[src/rtl/seven_seg_scan.sv]
// seven_seg_scan: 4-digit common-anode scan controller with shadow commit,
// blanking gap and leading-zero suppression; all outputs registered.
module seven_seg_scan #(
  parameter int PRESCALE = 50000,
  parameter int BLANK = 1000
) (
  input  logic        clk,
  input  logic        rst_n,
  input  logic [15:0] value,
  input  logic [3:0]  dp_in,
  input  logic        lzb,
  input  logic        load,
  output logic [3:0]  nibble,
  output logic [3:0]  digit_en,
  output logic        dp,
  output logic        frame_done
);
  localparam int CW = $clog2(PRESCALE);
  logic [CW-1:0] cnt;
  logic [1:0]    idx;
  logic [15:0]   pend_val, act_val;
  logic [3:0]    pend_dp, act_dp;
  logic          pend_lzb, act_lzb, pend;
  logic          wrap, last, supp, dark;
  logic [3:0]    cur;
  // cnt/idx name the position the next edge presents, so edge 1 after reset shows digit 0, position 0
  always_comb begin
    wrap = cnt == CW'(PRESCALE - 1);
    last = wrap && idx == 2'd3;
    cur  = act_val[{idx, 2'b00} +: 4];
    supp = act_lzb && idx != 2'd0 && (act_val >> {idx, 2'b00}) == 16'd0;
    dark = cnt < CW'(BLANK) || supp;
  end
  always_ff @(posedge clk or negedge rst_n)
    if (!rst_n) begin
      cnt        <= '0;
      idx        <= '0;
      nibble     <= '0;
      digit_en   <= 4'hF;
      dp         <= 1'b0;
      frame_done <= 1'b0;
      pend_val   <= '0;
      pend_dp    <= '0;
      pend_lzb   <= 1'b0;
      pend       <= 1'b0;
      act_val    <= '0;
      act_dp     <= '0;
      act_lzb    <= 1'b0;
    end else begin
      cnt        <= wrap ? '0 : cnt + CW'(1);
      idx        <= wrap ? idx + 2'd1 : idx;
      nibble     <= cur;
      digit_en   <= dark ? 4'hF : ~(4'b0001 << idx);
      dp         <= !dark && act_dp[idx];
      frame_done <= last;
      if (load) {pend_val, pend_dp, pend_lzb} <= {value, dp_in, lzb};
      pend <= last ? 1'b0 : pend || load;
      // the active set only moves on the frame boundary, so no frame mixes two values
      if (last && (load || pend))
        {act_val, act_dp, act_lzb} <= load ? {value, dp_in, lzb} : {pend_val, pend_dp, pend_lzb};
    end
endmodule

[config.mk]
export PLATFORM = sky130hd
export DESIGN_NAME = seven_seg_scan
export DESIGN_NICKNAME = d
export VERILOG_FILES = /design/src/rtl/seven_seg_scan.sv
export SDC_FILE = /design/constraint.sdc
export NUM_CORES = 1
export LEC_CHECK = 0
export ABC_AREA = 0
export BUFFER_PORTS_ARGS = -buffer_cell sky130_fd_sc_hd__buf_2
export CORE_MARGIN = 1
export CORE_UTILIZATION = 30
export CTS_BUF_LIST = sky130_fd_sc_hd__clkbuf_4
export DETAILED_ROUTE_END_ITERATION = 16
export GPL_ROUTABILITY_DRIVEN = 0
export SLEW_MARGIN = 15
export SYNTH_ARGS = -nofsm -noshare
export SYNTH_HDL_FRONTEND = slang
export SYNTH_SLANG_ARGS = --single-unit
export TNS_END_PERCENT = 1
[constraint.sdc]
create_clock -name clk -period 2.86 [get_ports clk]
set_input_delay 0 -clock clk [delete_from_list [all_inputs] [get_ports clk]]
set_output_delay 0 -clock clk [all_outputs]
set_load 0.03 [all_outputs]
== Yosys cells after proc, flatten, opt, wreduce, memory -nomap -nowiden ==
Index checks and enable logic that the tools add are counted.
Storage, ports and cells
  flip-flop bits (word level): 71
  bits in latches: 0
  bits in writable memories: 0
  bits in read-only memories: 0
  bits of input ports: 24
  output and inout port bits: 10
  logic and storage cells: 39
  memories: 0
Operators by class
  add/sub/neg operators: 2
  multiply operators: 0
  div/mod/pow operators: 0
  order comparisons: 2
  eq/ne operators: 2
  shifts and indexed selects: 3
  mux-type cells: 6
  bitwise operators: 1
  reduce and logical (&&, ||, !) cells: 10
Operators by type and width (number)
  $mux 21: 1
  $add 16x1->16 const B: 1
  $eq 16x16->1 const B: 1
  $logic_not 16->1: 1
  $lt 16x10->1 const B: 1
  $mux 16: 1
  $shiftx 16x5->4: 1
  $shr 16x4->16: 1
  $logic_and 1x1->1: 5
  $mux 4: 1
  $not 4->4: 1
  $shl 1x2->4 const A: 1
  $lt 2x3->1 const B: 1
  $add 2x1->2 const B: 1
  $bmux 1 s2: 1
  $eq 2x2->1 const B: 1
  $logic_or 1x1->1: 2
  $mux 1: 2
  $reduce_bool 2->1: 1
  $logic_not 1->1: 1

== Longest topological paths before layout ==
Gate-level depths: netlist of run 1.
  depth after elaboration: 6
  mapped depth: 7
  gate-level depth less buffers: 6

== Worst setup path after synthesis of run 1 ==
OpenSTA, ideal clock, no wires.
  path kind: register -> register
  start: register cnt[13]
  end: register act_dp[0]
  library setup time: 0.125 ns
  data arrival time: 1.859 ns
  data required time: 2.735 ns
  slack: 0.876 ns
  cell stages (with the launch flop): 6
  path buffers: 1
  period minus slack after synthesis: 1.984 ns
  path through: dfrtp_1 or4_4 nor4_4 nand3b_2 buf_6 mux2_4
On the way
  word-level cells in the longest chain between the ends: 3
RTL lines
  start: declaration: RTL line 19  | logic [CW-1:0] cnt;
  start signal: assignment: RTL line 50  | cnt <= wrap ? '0 : cnt + CW'(1);
  $eq 16x16->1: RTL line 28  | wrap = cnt == CW'(PRESCALE - 1);
  $logic_and 1x1->1: RTL line 29  | last = wrap && idx == 2'd3;
  $logic_and 1x1->1: RTL line 59  | if (last && (load || pend))
  end signal: assignment: RTL line 60  | {act_val, act_dp, act_lzb} <= load ? {value, dp_in, lzb} : {pend_val, pend_dp, pend_lzb};
  end: declaration: RTL line 22  | logic [3:0] pend_dp, act_dp;
Every way passes these cells.
A chain may end at the register's enable or synchronous reset.

== Worst setup path in the final report of run 1 ==
  start: register idx[0]
  end: register dp
On the way
  word-level cells in the longest chain between the ends: 6
  elaborated cells on any way between the ends: 10
  classes of those cells: 1 x shift; 2 x mux; 7 x reduce/logical
RTL lines
  start: declaration: RTL line 20  | logic [1:0] idx;
  start signal: assignment: RTL line 51  | idx <= wrap ? idx + 2'd1 : idx;
  $shr 16x4->16 / $reduce_bool 2->1 (equally long branches): RTL line 31  | supp = act_lzb && idx != 2'd0 && (act_val >> {idx, 2'b00}) == 16'd0;
  $logic_not 16->1 / $logic_and 1x1->1 (equally long branches): RTL line 31
  $logic_and 1x1->1: RTL line 31
  $logic_or 1x1->1: RTL line 32  | dark = cnt < CW'(BLANK) || supp;
  $logic_not 1->1: RTL line 54  | dp <= !dark && act_dp[idx];
  $logic_and 1x1->1 (*): RTL line 54
  end signal: assignment: RTL line 54
  end: declaration: RTL line 15  | output logic dp,
Every way passes the cells marked *; elsewhere a longest branch is shown, timed or not. The select of a mux whose other input is x is not followed.

==> results of run 1 <==
worst min-delay path, stage by stage:
cell    delay (ns)
buf_2         0.26
nor2_1        0.20
nor2_1        0.06
cells in the mapped netlist (all sizes together):
cell	number
nor2	16
or2	1
nand3	10
dfstp	4
nand3b	1
buf	6
xnor2	5
xor2	9
ha	5
inv	3
mux2	42
or4	3
mux4	5
o21ai	2
or4b	1
and3	4
and4	1
nand4	4
nand2	7
nor4	6
a2bb2oi	1
o41ai	1
and2	4
dfrtp	67
o211ai	2
nor3	2
a2111o	1
cell families (layout without fill, tap and decap cells):
kind of cell | count (synthesis) | count (layout) | share of synthesized area [%]
adders and majority gates | 5 | 5 | 2.038
AOI/OAI and AO/OA | 7 | 7 | 1.753
DFF | 71 | 71 | 58.05
muxes | 47 | 47 | 21.52
and+or+nand+nor | 60 | 60 | 10.97
xor gates and xnor gates | 14 | 14 | 3.995
buffers and inverters | 9 | 77 | 1.671
layer usage:
layer	up-vias	GRT usage, %
li1	893	-
met1	941	16.61
met2	38	16.97
met3	8	3.864
met4	0	4.550
met5	-	0
placed cells by master, fill, tap and decap left out, drive strengths merged, types with 5 or more instances in the layout:
cell type,count
buf,36
clkbuf,9
clkinv,5
dfrtp,67
dlygate4sd3,22
ha,5
mux2,42
mux4,5
nand2,7
nand3,10
nor2,16
nor4,6
xnor2,5
xor2,9
through the flow:
stage | total power, mW | area, sq um | hold slack [ns]
after floorplan | 1.099 | 3069 | -0.2956
after global placement | 1.148 | 3396 | 0.1448
after detailed placement | 1.150 | 3396 | 0.1528
after CTS | 1.786 | 3747 | 0.1569
after global routing | 1.845 | 3747 | 0.1920
final | 1.759 | 3747 | 0.1498
registers in the layout, summed over array words and instances, names as in the netlist:
signal / cells
act_dp: 4
act_lzb: 1
act_val: 16
cnt: 16
digit_en: 4
dp: 1
frame_done: 1
idx: 2
nibble: 4
pend: 1
pend_dp: 4
pend_lzb: 1
pend_val: 16
worst paths after layout:
check,from,endpoint,slack [ns],cells past startpoint
setup / recovery,idx[0],dp,0.67,4
hold / removal,load,pend,0.15,3
setup reg to reg,idx[0],dp,0.67,4
hold reg to reg,cnt[0],cnt[0],0.47,1
max in group asynchronous,rst_n,pend_val[15],1.98,3
min in group asynchronous,rst_n,pend_dp[0],0.23,2
report_power, final:
| group | switching, mW | internal (mW) |
|---|---|---|
| clock | 0.351 | 0.259 |
| combinational | 0.0488 | 0.0611 |
| sequential | 0.00634 | 1.03 |
cell type report:
class / instances / area [sq um]
Fill cell: 939 / 6117
Sequential cell: 71 / 1782
Multi-Input combinational cell: 133 / 1236
Timing Repair Buffer: 58 / 420.4
Tap cell: 133 / 166.4
Clock buffer: 9 / 67.56
Clock inverter: 7 / 63.81
Inverter: 3 / 11.26
==> impl_metrics.py, run 1 <==
metrics = {
    "synthesis": {
        "syn-num-nets": 242,
        "synth_largest_area_cell": "dfrtp_1",
        "synth_top_area_share_pct": 54.63,
        "ys_types": 32,
        "synth-seq-area-share_pct": 58.05,
        "yosysWarningCount": 0,
        "syn_inst": 213,
        "synth.top_cells.by_area": "dfrtp_1 (55%), mux2_4 (9.8%), mux2_2 (8.1%)",
        "synth.ff_latch_count": 71,
        "post_synth.cell_area_avg_sq_um": 14.41,
        "post_synth_instance_area_sq_um": 3069,
    },
    "route": {
        "first_iter_violations": 92,
        "final_antenna_net_count": 0,
        "route.detailed.wl_per_inst_um": 13.21,
        "route.met3.wl_um": 209,
        "drt-met1-wl_mm": 2.701,
        "length_of_the_first_detailed_routing_pass_in_iterations": 4,
        "detail_route.drc_violations": 0,
        "vias_per_cell": 4.541,
        "detailroute.via_count": 1880,
        "met2RoutedLength_mm": 2.471,
        "postRouteWirelength_mm": 5.467,
        "highest-signal-layer": "met4",
    },
    "cts": {
        "maximum_buffer_depth_of_the_clock_tree": 2,
        "cts_hold_buffers": 22,
        "cts_max_level": 3,
        "post-cts-setup-buffer-count": 0,
        "clock_insertion_delay_worst_skew_ns": 0.41,
        "master_cell_of_the_clock_root_buffer": "clkbuf_4",
        "cts-resized-gates": 0,
        "cts_tree": "done",
        "clock_sink_count": 71,
        "clk_pin_slew_ns": 0.11,
        "cts-buffers-inserted": 9,
    },
    "setup_path": {
        "chain_of_cells_forming_the_critical_path": "mux4_2 -> or2_1 -> a2111o_1 -> and3_1",
        "start_kind": "flop",
        "crit_required_ns": 3.17,
        "slowest_stage_cell_cp": "dfrtp_1",
        "cp_slowest_stage_delay_ns": 0.67,
        "arrival_time_at_the_worst_endpoint_ns": 2.50,
        "crit_buf_inv": 0,
        "critPathMaxFanout": 11,
        "cell_class_contributing_the_biggest_share_of_worst_path_delay": "flip-flops",
        "crit_path_capture_type": "flop",
        "setup.worst_path.class": "reg2reg",
    },
    "floorplanning": {
        "start_util_pct": 31.11,
        "die-area_sq_um": 10640,
        "std_cell_rows": 36,
        "fp.coreArea_sq_um": 9864,
        "die_width_um": 103.1,
        "die_y_um": 103.1,
        "i_o_pin_count": 34,
    },
    "timing": {
        "fin_crit_sh_pct": 76.61,
        "clock-skew-final_ns": 0.01467,
        "final.setup.worst_slack_ns": 0.6690,
        "setup-violations-final": 0,
        "slew-limit-headroom_pct": 45.25,
        "fmax_mhz": 456.4,
        "totalNegativeSetupSlack_ns": 0,
        "hold_violations": 0,
        "final.min_clock_period_ns": 2.191,
        "slew_violations": 0,
        "setup_repair_after_global_routing_missed_its_margin": "no",
        "worst_pin_slew_ns": 0.8212,
    },
    "grt": {
        "antenna_violations_before_repair": 0,
        "grt_start_max_net_pins": 37,
        "number_of_global_route_vias_before_repair": 1878,
        "grt_pass1_wl_mm": 9.308,
        "groute.usage.overall_pct": 11.85,
        "global_route.overflow_total": 0,
    },
    "layout": {
        "drive_gt1_share_pct": 37.01,
        "num_antenna_cells": 0,
        "layout.core_utilization_pct": 37.99,
        "syn_to_final_growth_pct": 22.10,
        "design.final.nets": 305,
        "layoutNonFillerInstCount": 414,
    },
    "placed_design": {
        "dp.cells": 376,
        "portBuffers": 33,
        "place_ws_ns": 0.6764,
        "detailedPlacementHpwl_mm": 3.778,
    },
    "outcome": {
        "status": "complete, no violations",
    },
    "power_and_ir_drop": {
        "max-vdd-ir-drop_mv": 0.2067,
        "power_per_cell_area_nw_per_um2": 469.3,
        "total_leakage_power_nw": 1.759,
    },
    "job": {
        "drv_cap": 0,
    },
    "min_path": {
        "worstHoldPathType": "in2reg",
    },
}
(Power assumes the default switching activity.)
==> run 2: changes to the inputs <==
--- a/config.mk
+++ b/config.mk
@@ -5,7 +5,7 @@
 export SDC_FILE = /design/constraint.sdc
 export NUM_CORES = 1
 export LEC_CHECK = 0
-export ABC_AREA = 0
+export ABC_AREA = 1
 export BUFFER_PORTS_ARGS = -buffer_cell sky130_fd_sc_hd__buf_2
 export CORE_MARGIN = 1
 export CORE_UTILIZATION = 30
==> constraint.sdc (replaced) <==
create_clock -name clk -period 2.2 [get_ports clk]
set_input_delay 0 -clock clk [delete_from_list [all_inputs] [get_ports clk]]
set_output_delay 0 -clock clk [all_outputs]
set_load 0.03 [all_outputs]
==> run 2 against run 1 <==
Net effect:
- non-clock buffer count up 11
- core utilization rose by 0.81 points
- highest routed layer unchanged
- count of clock-buffer cells in the layout did not move
- critical endpoint is now act_val[2]
- power increased by 44%
- cell area increased by 7.4%
- register-to-register slack worse by 0.15 ns
- clock power increased by 57%
- sequential power rose by 33%
==> impl_metrics.py, run 2 <==
metrics = {
    "setup_path": {
        "crit_path_capture_type": "flop",
        "arrival_time_at_the_worst_endpoint_ns": 2.01,
        "crit_required_ns": 2.52,
        "start_kind": "flop",
        "critPathMaxFanout": 21,
        "setup.worst_path.class": "reg2reg",
    },
    "synthesis": {
        "synth_top_area_share_pct": 51.82,
        "synthMostInstantiatedCell": "nand2_1",
        "synth-seq-area-share_pct": 55.07,
        "post_synth.cell_area_avg_sq_um": 8.318,
        "post_synth_edffs": 0,
        "synth_largest_area_cell": "dfrtp_1",
        "yosysWarningCount": 0,
        "post_synth_instance_area_sq_um": 3236,
        "synth.ff_latch_count": 71,
        "synth.top_cells.by_area": "dfrtp_1 (52%), nand2_1 (20%), nor2_1 (4.3%)",
        "dominantRegCellSynth": "dfrtp_1",
        "syn-num-nets": 418,
        "asyncSetResetFlopFracSynth_pct": 100.0,
        "post_synth_most_frequent_cells": "nand2_1 (173), dfrtp_1 (67), nor2_1 (37)",
        "ys_types": 29,
        "syn_inst": 389,
    },
    "layout": {
        "final_cell_mix": "nand2_1 (173), dfrtp_1 (67), nor2_1 (37), dlygate4sd3_1 (33), buf_2 (33)",
        "design.final.nets": 487,
        "drive_gt1_share_pct": 16.85,
        "syn_to_final_growth_pct": 24.36,
        "final_common_cell": "nand2_1",
        "fillerInstances": 1092,
        "largestRegisters": "act_val x16, cnt x16, pend_val x16",
        "num_antenna_cells": 0,
        "final_area_sq_um": 4024,
        "layoutNonFillerInstCount": 599,
    },
    "job": {
        "drv_cap": 0,
    },
    "cts": {
        "cts_tree": "done",
        "clock_sink_count": 71,
        "cts-resized-gates": 0,
        "cts_max_level": 3,
        "clk_pin_slew_ns": 0.12,
        "clock_insertion_delay_worst_skew_ns": 0.43,
        "post-cts-setup-buffer-count": 0,
        "maximum_buffer_depth_of_the_clock_tree": 2,
        "master_cell_of_the_clock_root_buffer": "clkbuf_4",
        "cts-buffers-inserted": 9,
    },
    "timing": {
        "hold_violations": 0,
        "clock-skew-final_ns": 0.01542,
        "slew-limit-headroom_pct": 58.67,
        "slew_violations": 0,
        "setup_repair_after_global_routing_missed_its_margin": "no",
        "fin_crit_sh_pct": 76.53,
        "fmax_mhz": 593.9,
        "final.min_clock_period_ns": 1.684,
        "hold_ws_ns": 0.01989,
        "totalNegativeSetupSlack_ns": 0,
        "setup-violations-final": 0,
        "worst_pin_slew_ns": 0.6192,
    },
    "power_and_ir_drop": {
        "power_per_cell_area_nw_per_um2": 629.2,
        "sw_frac_of_total_pct": 24.56,
        "total_leakage_power_nw": 2.050,
        "share_comb_of_total_power_pct": 7.7,
        "seqPwrFrac_pct": 54.4,
        "max-vdd-ir-drop_mv": 0.3375,
        "internal_power_mw": 1.910,
        "p_sw_mw": 0.6218,
        "clock_power_share_pct": 37.9,
    },
    "placed_design": {
        "detailedPlacementHpwl_mm": 4.500,
        "placedInstanceArea_sq_um": 3531,
        "portBuffers": 33,
        "dp.cells": 550,
    },
    "floorplanning": {
        "die_y_um": 105.9,
        "die-area_sq_um": 11200,
        "start_util_pct": 31.20,
        "i_o_pin_count": 34,
        "std_cell_rows": 37,
        "fp.coreArea_sq_um": 10370,
        "die_width_um": 105.9,
    },
    "route": {
        "route.detailed.wl_per_inst_um": 10.97,
        "length_of_the_first_detailed_routing_pass_in_iterations": 4,
        "detailroute.via_count": 2609,
        "first_iter_violations": 124,
        "postRouteWirelength_mm": 6.570,
        "detail_route.drc_violations": 0,
        "final_antenna_net_count": 0,
        "vias_per_cell": 4.356,
    },
    "grt": {
        "global_route.overflow_total": 0,
        "grt_start_max_net_pins": 61,
        "groute.usage.overall_pct": 12.85,
        "antenna_violations_before_repair": 0,
        "number_of_global_route_vias_before_repair": 2500,
        "grt_pass1_wl_mm": 11.32,
    },
    "min_path": {
        "worstHoldPathType": "in2reg",
    },
    "outcome": {
        "status": "complete, no violations",
    },
}
==> run 2: logic make-up after synthesis <==
kind of cell,count (synthesis),share of synthesized area [%]
simple gates,250,32.60
flops,71,55.07
buf+inv,42,5.955
compound gates,13,2.281
xor+xnor,8,2.166
fa+ha+maj,5,1.933
==> run 2: critical path: stages (launching register included) <==
cell,delay (ns)
dfrtp_1,0.39
ha_1,0.18
nand2_1,0.09
inv_2,0.07
nand2_2,0.08
nor2_4,0.13
nand2_4,0.10
nor2_4,0.11
nand2_2,0.23
nand2_1,0.15
nand2_1,0.06
==> run 2: cell type report <==
type,count,area (sq um),area share (%)
Sequential cell,71,1782,44.28
Multi-Input combinational cell,276,1261,31.34
Timing Repair Buffer,69,530.5,13.18
Tap cell,136,170.2,4.229
Inverter,31,117.6,2.923
Clock inverter,7,95.09,2.363
Clock buffer,9,67.56,1.679
==> run 2: routing by layer <==
layer	vias up	global-route usage (%)	part of all wire (%)
li1	1325	-	-
met1	1218	17.39	50
met2	58	19.51	44
met3	8	3.092	3.9
met4	0	5.556	1.3
met5	-	0	0
==> run 2: repair_timing <==
action | 4_1_cts | 5_1_grt
hold buffers | 33 | 0
setup endpoints to repair | 0 | 0
endpoints found under the hold margin | 109 | 0
==> run 2: worst paths after layout <==
path | from | endpoint | slack, ns | depth (start not counted)
min reg2reg | cnt[0] | cnt[0] | 0.48 | 1
max reg2reg | cnt[0] | act_val[2] | 0.52 | 10
min in group asynchronous | rst_n | act_val[13] | 0.11 | 3
max in group asynchronous | rst_n | pend_val[13] | 1.21 | 3
max | cnt[0] | act_val[2] | 0.52 | 10
min | load | pend_val[7] | 0.02 | 3
==> run 2: stage by stage <==
step	util (%)	power (mW)	setup WS [ns]
floorplan	-	1.477	0.7123
global placement	34.05	1.551	0.5865
detailed placement	34.05	1.555	0.5245
CTS	38.80	2.560	0.5074
global route	38.80	2.644	0.3545
finish	38.80	2.532	0.5163
==> run 2: power groups by stage <==
stage	Clock (mW)	Combinational, mW	Sequential, mW
2_1_floorplan	0	0.0750	1.40
3_3_place_gp	0	0.149	1.40
3_5_place_dp	0	0.152	1.40
4_1_cts	0.985	0.197	1.38
5_1_grt	1.04	0.222	1.38
6_report	0.960	0.194	1.38
==> run 3: changes to the inputs <==
==> constraint.sdc (replaced) <==
create_clock -name clk -period 1.6 [get_ports clk]
set_input_delay 0 -clock clk [delete_from_list [all_inputs] [get_ports clk]]
set_output_delay 0 -clock clk [all_outputs]
set_load 0.03 [all_outputs]
==> run 3 against run 2 <==
Net effect:
- clock power rose by 12%
- sequential share of layout area barely moved
- non-clock buffer count rose by 2
- power rose by 28%
- first-iteration DRC count is 9.7% higher
- via count is 2.4% lower
- largest power group unchanged
==> impl_metrics.py, run 3 (synthesized netlist as in run 2, its figures left out) <==
metrics = {
    "cts": {
        "clock_insertion_delay_worst_skew_ns": 0.43,
        "master_cell_of_the_clock_root_buffer": "clkbuf_4",
        "cts_tree": "done",
        "cts_max_level": 3,
        "post-cts-setup-buffer-count": 0,
        "clk_pin_slew_ns": 0.14,
        "clock_sink_count": 71,
        "maximum_buffer_depth_of_the_clock_tree": 2,
        "cts-buffers-inserted": 9,
    },
    "route": {
        "vias_per_cell": 4.238,
        "postRouteWirelength_mm": 6.466,
        "detail_route.drc_violations": 0,
        "first_iter_violations": 136,
        "route.detailed.wl_per_inst_um": 10.76,
        "length_of_the_first_detailed_routing_pass_in_iterations": 5,
        "detailroute.via_count": 2547,
        "final_antenna_net_count": 0,
    },
    "layout": {
        "drive_gt1_share_pct": 19.57,
        "design.final.nets": 489,
        "final_common_cell": "nand2_1",
        "final_cell_mix": "nand2_1 (173), dfrtp_1 (67), nor2_1 (37), buf_2 (33), dlygate4sd3_1 (25)",
        "final_area_sq_um": 4021,
        "num_antenna_cells": 0,
        "largestRegisters": "act_val x16, cnt x16, pend_val x16",
        "syn_to_final_growth_pct": 24.28,
    },
    "power_and_ir_drop": {
        "p_total_mw": 3.229,
        "total_leakage_power_nw": 2.062,
        "power_per_cell_area_nw_per_um2": 803.0,
        "max-vdd-ir-drop_mv": 0.3128,
    },
    "grt": {
        "grt_pass1_wl_mm": 11.52,
        "global_route.overflow_total": 0,
        "number_of_global_route_vias_before_repair": 2511,
        "groute.usage.overall_pct": 12.95,
        "antenna_violations_before_repair": 0,
        "grt_start_max_net_pins": 54,
    },
    "timing": {
        "final.setup.worst_slack_ns": 0.09084,
        "final.min_clock_period_ns": 1.509,
        "fin_crit_sh_pct": 94.32,
        "clock-skew-final_ns": 0.01913,
        "slew-limit-headroom_pct": 59.44,
        "hold_violations": 0,
        "slew_violations": 0,
        "setup_repair_after_global_routing_missed_its_margin": "yes",
        "setup-violations-final": 0,
        "worst_pin_slew_ns": 0.6077,
        "fmax_mhz": 662.6,
    },
    "min_path": {
        "worstHoldPathType": "in2async",
    },
    "setup_path": {
        "crit_required_ns": 1.93,
        "crit_buf_inv": 1,
        "critPathMaxFanout": 21,
        "worst-r2r-cell-count": 10,
        "critical_path_depth": 10,
        "slowest_stage_cell_cp": "dfrtp_1",
        "arrival_time_at_the_worst_endpoint_ns": 1.84,
        "crit_path_capture_type": "flop",
        "start_kind": "flop",
        "cp_slowest_stage_delay_ns": 0.39,
        "cell_class_contributing_the_biggest_share_of_worst_path_delay": "simple AND/OR/NAND/NOR gates",
        "cpMostUsedCell": "nand2_1",
        "chain_of_cells_forming_the_critical_path": "ha_1 -> nand2_1 -> inv_2 -> nand2_2 -> nor2_4 -> nand2_4 -> nor2_4 -> nand2_8 -> nand2_1 -> nand2_1",
        "setup.worst_path.class": "reg2reg",
    },
    "floorplanning": {
        "i_o_pin_count": 34,
        "std_cell_rows": 37,
        "die_width_um": 105.9,
        "die_y_um": 105.9,
        "fp.coreArea_sq_um": 10370,
        "start_util_pct": 31.20,
        "die-area_sq_um": 11200,
    },
    "placed_design": {
        "detailedPlacementHpwl_mm": 4.571,
        "portBuffers": 33,
        "place_ws_ns": -0.01505,
        "placedInstanceArea_sq_um": 3618,
    },
    "outcome": {
        "status": "complete, no violations",
    },
    "job": {
        "drv_cap": 0,
    },
}
## run 3: layer usage
metal / part of all wire (%) / wire (um) / up-vias / GRT usage (%)
met5: 0 / 0 / - / 0
met3: 4.8 / 312 / 16 / 2.536
li1: - / - / 1338 / -
met2: 43 / 2758 / 60 / 19.42
met1: 50 / 3258 / 1133 / 18.09
met4: 2.1 / 137 / 0 / 5.655
## run 3: power breakdown
part	switching, mW	total [mW]	internal (mW)
clock	0.726	1.08	0.355
sequential	0.0289	1.89	1.86
combinational	0.143	0.255	0.112
total	0.898	3.23	2.33
## run 3: path summary, 6_finish.rpt
path | from | endpoint | slack, ns
worst min-delay path | rst_n | pend_val[6] | 0.03
worst max-delay path | cnt[0] | act_val[1] | 0.09
worst min register to register | cnt[0] | cnt[0] | 0.47
min in group clk | load | pend_val[11] | 0.07
worst max register to register | cnt[0] | act_val[1] | 0.09
max in group asynchronous | rst_n | digit_en[3] | 0.89
## run 3: stage by stage
step | setup TNS [ns] | instances | hold WS, ns | util (%)
after floorplan | 0 | 389 | -0.2956 | -
after global placement | 0 | 560 | -0.03097 | 34.89
after detailed placement | -0.07125 | 560 | -0.02237 | 34.89
after CTS | 0 | 601 | 0.02818 | 38.63
after global routing | -0.1467 | 601 | 0.04905 | 38.78
final | 0 | 601 | 0.02782 | 38.78
## run 3: timing repair
action	in CTS	in global routing
hold buffers	25	0
hold endpoints to repair	109	0
cloned	0	0
endpoints found under the setup margin	19	24
gates resized for setup	1	3
## run 3: area by class of cell
class                      instances  area (sq um)
clock inverter                     7         65.06
timing repair buffer              71         538.0
multi-input combinational        276          1281
inverter                          31         117.6
sequential                        71          1782
tap                              136         170.2
clock buffer                       9         67.56
fill                            1094          6349
